## config.mk

```make
export PLATFORM = sky130hd
export DESIGN_NAME = oc8051_mul_seq
export DESIGN_NICKNAME = d
export VERILOG_FILES = /design/src/rtl/oc8051_mul_seq.sv
export SDC_FILE = /design/constraint.sdc
export NUM_CORES = 1
export LEC_CHECK = 0
export BUFFER_PORTS_ARGS = -buffer_cell sky130_fd_sc_hd__buf_2
export CAP_MARGIN = 20
export CORE_MARGIN = 4
export CORE_UTILIZATION = 40
export CTS_CLUSTER_DIAMETER = 200
export DETAILED_ROUTE_END_ITERATION = 12
export PLACE_DENSITY = 0.68
export SETUP_SLACK_MARGIN = 0.3
export SYNTH_ARGS = -nofsm -noshare
export SYNTH_HDL_FRONTEND = slang
export SYNTH_SLANG_ARGS = --single-unit
```

## constraint.sdc

```tcl
create_clock -name clk -period 2.35 [get_ports clk]
set_clock_uncertainty 0.15 [all_clocks]
set_input_delay 0.47 -clock clk [delete_from_list [all_inputs] [get_ports clk]]
set_output_delay 0.47 -clock clk [all_outputs]
set_load 0.005 [all_outputs]
```

## src/rtl/oc8051_mul_seq.sv

```systemverilog
// oc8051_mul_seq: sequences a MUL AB through the 2-bit-per-cycle multiplier,
// holding its operands, pacing its enable, and writing back product and flags.
module oc8051_mul_seq #(
  parameter int MUL_CYCLES    = 4,
  parameter bit START_IN_DONE = 1'b1
) (
  input  logic       clk,
  input  logic       rst,
  input  logic       start,
  input  logic       flush,
  input  logic [7:0] op_a,
  input  logic [7:0] op_b,
  output logic       mul_enable,
  output logic [7:0] mul_src1,
  output logic [7:0] mul_src2,
  input  logic [7:0] mul_des1,
  input  logic [7:0] mul_des2,
  input  logic       mul_ov,
  output logic       busy,
  output logic       done,
  output logic [7:0] res_acc,
  output logic [7:0] res_b,
  output logic       ov_flag,
  output logic       cy_flag
);

  localparam int             CNT_W = (MUL_CYCLES > 2) ? $clog2(MUL_CYCLES) : 1;
  localparam logic [CNT_W-1:0] LAST = CNT_W'(MUL_CYCLES - 1);

  typedef enum logic [1:0] {
    S_IDLE,
    S_RUN,
    S_DRAIN,
    S_DONE
  } state_e;

  state_e           state_q, state_d;
  logic [CNT_W-1:0] cnt_q, cnt_d;
  logic             mul_enable_q, mul_enable_d;
  logic             busy_q, busy_d;
  logic             done_q, done_d;
  logic [7:0]       src1_q, src1_d;
  logic [7:0]       src2_q, src2_d;
  logic [7:0]       res_acc_q, res_acc_d;
  logic [7:0]       res_b_q, res_b_d;
  logic             ov_q, ov_d;
  logic             cy_q, cy_d;
  logic             accept;

  always_comb begin
    // NOTE: every signal assigned here gets a default first, so no path can infer a latch.
    state_d      = state_q;
    cnt_d        = cnt_q;
    mul_enable_d = 1'b0;
    busy_d       = 1'b0;
    done_d       = 1'b0;
    src1_d       = src1_q;
    src2_d       = src2_q;
    res_acc_d    = res_acc_q;
    res_b_d      = res_b_q;
    ov_d         = ov_q;
    cy_d         = cy_q;
    accept       = 1'b0;

    unique case (state_q)
      S_IDLE: accept = start && !flush;

      S_RUN: begin
        if (cnt_q == LAST) begin
          cnt_d   = '0;
          state_d = S_IDLE;
          // Final slice: the multiplier's combinational output is the full product.
          if (!flush) begin
            res_acc_d = mul_des2;
            res_b_d   = mul_des1;
            ov_d      = mul_ov;
            cy_d      = 1'b0;
            done_d    = 1'b1;
            state_d   = S_DONE;
          end
        end else begin
          cnt_d        = cnt_q + CNT_W'(1);
          mul_enable_d = 1'b1;
          busy_d       = 1'b1;
          if (flush) state_d = S_DRAIN;
        end
      end

      // Keep the multiplier's own counter running until it wraps, then drop out.
      S_DRAIN: begin
        if (cnt_q == LAST) begin
          cnt_d   = '0;
          state_d = S_IDLE;
        end else begin
          cnt_d        = cnt_q + CNT_W'(1);
          mul_enable_d = 1'b1;
          busy_d       = 1'b1;
        end
      end

      S_DONE: begin
        state_d = S_IDLE;
        accept  = START_IN_DONE && start && !flush;
      end

      default: state_d = S_IDLE;
    endcase

    if (accept) begin
      src1_d       = op_a;
      src2_d       = op_b;
      cnt_d        = '0;
      state_d      = S_RUN;
      mul_enable_d = 1'b1;
      busy_d       = 1'b1;
    end
  end

  // NOTE: sequential state is updated with non-blocking assignments only, so every flop samples pre-edge values.
  always_ff @(posedge clk or posedge rst) begin
    if (rst) begin
      state_q      <= S_IDLE;
      cnt_q        <= '0;
      mul_enable_q <= 1'b0;
      busy_q       <= 1'b0;
      done_q       <= 1'b0;
      // NOTE: operand and result holding registers are reset too, so write-back values are defined after reset.
      src1_q       <= '0;
      src2_q       <= '0;
      res_acc_q    <= '0;
      res_b_q      <= '0;
      ov_q         <= 1'b0;
      cy_q         <= 1'b0;
    end else begin
      state_q      <= state_d;
      cnt_q        <= cnt_d;
      mul_enable_q <= mul_enable_d;
      busy_q       <= busy_d;
      done_q       <= done_d;
      src1_q       <= src1_d;
      src2_q       <= src2_d;
      res_acc_q    <= res_acc_d;
      res_b_q      <= res_b_d;
      ov_q         <= ov_d;
      cy_q         <= cy_d;
    end
  end

  assign mul_enable = mul_enable_q;
  assign busy       = busy_q;
  assign done       = done_q;
  assign mul_src1   = src1_q;
  assign mul_src2   = src2_q;
  assign res_acc    = res_acc_q;
  assign res_b      = res_b_q;
  assign ov_flag    = ov_q;
  assign cy_flag    = cy_q;

  // Enable and stall must track each other; operands never move mid-operation.
  a_en_is_busy : assert property (@(posedge clk) disable iff (rst) mul_enable_q == busy_q);
  a_done_not_busy : assert property (@(posedge clk) disable iff (rst) !(done_q && busy_q));
  a_src_stable : assert property (@(posedge clk) disable iff (rst)
    busy_q |=> ($stable(src1_q) && $stable(src2_q)));

endmodule

```

==> results.sh <==
export IMPL_status="completed"
export IMPL_peakVddDrop_v=0.000749
export IMPL_hold_class="in -> async"
export IMPL_maxCapViolCount=0
export IMPL_syn_area_mm2=0.00162
export IMPL_fin_crit_ns=1.90
export IMPL_drive_gt1_share_pct=64.1
export IMPL_worstRegToRegCells=5
export IMPL_syn_avg_cell_area_um2=15.4
export IMPL_synthCells=105
export IMPL_htreeDepth=2
export IMPL_cp_arrival_ns=1.92
export IMPL_r2r_end="mul_src2[2]"
export IMPL_synth_seq_area_share_pct=60.3
export IMPL_antenna_found_initial=0
export IMPL_finalSetupTns_ns=0
export IMPL_grt_max_degree=40
export IMPL_synth_warnings=0
export IMPL_io_buffers=72
export IMPL_antenna_diode_count=0
export IMPL_gp_congestion=0.759
export IMPL_rsz0062_at_grt="false"
export IMPL_vias_per_cell=4.76
export IMPL_power_density_mw_per_mm2=1290
export IMPL_coreArea_mm2=0.00377
export IMPL_reg2reg_from="state_q[0]"
export IMPL_fp_dieW_um=71.6
export IMPL_wl_per_cell_um=13.8
export IMPL_antenna_left=0
export IMPL_ys_top_cells_by_area="dfrtp_1 60%, mux2_2 17%, mux2_4 8.4%, ha_1 3.1%, inv_1 1.6%"
export IMPL_routed_wirelength_um=3170
export IMPL_whs_ns=0.129
export IMPL_ctsHoldBuffers=0
export IMPL_critPathCaptureType="register"
export IMPL_grt_remaining_overflow=0
export IMPL_timing_fmax_mhz=527
export IMPL_drtPass1Iterations=4
export IMPL_rows=22
export IMPL_dieArea_mm2=0.00513
export IMPL_regToRegSetupSlack_ns=0.45
export IMPL_crit_required_ns=2.37
export IMPL_grt_util_all_layers_pct=12.8
export IMPL_syn_nets=146
export IMPL_clock_sinks=39
export IMPL_start_util_pct=42.9
export IMPL_yosys_area_top_type="dfrtp_1"
export IMPL_numCtsBuffers=5
export IMPL_worstSetupPathType="reg -> reg"
export IMPL_final_common_cell="buf_2"
export IMPL_ys_types=21
export IMPL_leakagePower_nw=1.17
export IMPL_grt_pass1_vias=1164
export IMPL_die_h_um=71.6
export IMPL_cts_resized=0
export IMPL_nets=221
export IMPL_post_cts_buffers=0
export IMPL_cts_tree="done"
export IMPL_root_buffer="clkbuf_8"
export IMPL_vias=1091
export IMPL_hold_violations=0
export IMPL_synth_seq_cells=39
export IMPL_post_dp_hpwl_um=2490
export IMPL_cts_buffer_depth=2
export IMPL_syn_to_final_growth_pct=31.3
export IMPL_slew_viol_final=0
export IMPL_clk_pin_slew_ns=0.08
export IMPL_final_cell_mix="72 x buf_2, 39 x dfrtp_1, 24 x mux2_2, 9 x mux2_4, 7 x inv_1"
export IMPL_first_iter_violations=23
export IMPL_start_kind="register"
export IMPL_setup_violations_final=0
export IMPL_grt_pass1_wl_um=5180
export IMPL_drc=0
export IMPL_worst_path_max_fanout=20
export IMPL_pin_count=74
export IMPL_clk_latency_ns=0.29
export IMPL_nFillCells=326
export IMPL_synth_top_area_share_pct=60.3
export IMPL_post_route_period_util_pct=80.8
## Yosys cell counts (all sizes together)
library cell   n
o2bb2ai        1
dfrtp         39
a221o          1
buf            6
nor3           1
mux2          33
inv            7
a21oi          2
ha             4
nand3b         2
nor4b          1
nor3b          1
conb           1
o21ai          2
a32o           1
nand3          2
o31ai          1
## worst max path at each step
stage                     startpoint  cells after the start  slack (ns)     endpoint
after floorplan           state_q[0]                      6        0.60  mul_src1[0]
after global placement    state_q[0]                      5        0.54  mul_src1[1]
after detailed placement  state_q[0]                      5        0.46  mul_src2[2]
after CTS                 state_q[0]                      5        0.44  mul_src2[2]
after global routing      state_q[0]                      5        0.37  mul_src1[7]
final                     state_q[0]                      5        0.45  mul_src2[2]
## sequential cells by signal (all words and copies together) (netlist names)
register,flops
state_q,2
busy,1
mul_src1,8
done,1
res_acc,8
cnt_q,2
mul_src2,8
ov_flag,1
res_b,8
## routing by layer
| metal | GRT usage, % | routed length, um |
|---|---|---|
| met3 | 7.57 | 443 |
| met5 | 0 | 0 |
| met1 | 15.6 | 1350 |
| met4 | 3.76 | 38 |
| met2 | 19.2 | 1330 |
## worst max-delay path, stage by stage (launching register included)
cell and delay (ns):
dfrtp_1 0.39, inv_1 0.06, ha_1 0.41, nand3b_1 0.13
buf_4 0.26, mux2_2 0.37
## power by group
part           total, mW  leakage, nW  switching (mW)  internal, mW
logic               1.03        0.624           0.416         0.609
registers           1.17        0.483           0.174         0.994
clock network      0.541       0.0581           0.225         0.316
total               2.73         1.17           0.815          1.92
## layout make-up
class	instances	area, um^2	share of cell area [%]
Clock buffer	5	68.8	3.24
Clock inverter	3	43.8	2.06
Inverter	7	26.3	1.24
Multi-Input combinational cell	53	574	27.0
Sequential cell	39	976	45.9
Tap cell	48	60.1	2.83
Timing Repair Buffer	74	375	17.7
## metrics by stage
| stage | setup slack (ns) | std cells | power [mW] | instance area [um^2] | utilization [%] |
|---|---|---|---|---|---|
| 3_3_place_gp | 0.537 | 221 | 2.16 | 2010 | 53.4 |
| 6_report | 0.452 | 229 | 2.73 | 2120 | 56.3 |
| 3_5_place_dp | 0.460 | 221 | 2.22 | 2010 | 53.4 |
| 4_1_cts | 0.438 | 229 | 2.77 | 2120 | 56.3 |
| 5_1_grt | 0.369 | 229 | 2.93 | 2120 | 56.3 |
| 2_1_floorplan | 0.602 | 105 | 1.79 | 1620 | - |
## cells by family (layout without fill, tap and decap cells)
group / after synthesis / in the layout / synth area share, %
AOI/OAI and AO/OA: 8 / 8 / 3.48
buffers and inverters: 13 / 89 / 4.18
adders and majority gates: 4 / 4 / 3.09
and+or+nand+nor: 7 / 7 / 3.64
other: 1 / 1 / 0.232
DFF: 39 / 39 / 60.3
muxes: 33 / 33 / 25.1
Note: power is estimated with default switching activity, not from simulation.
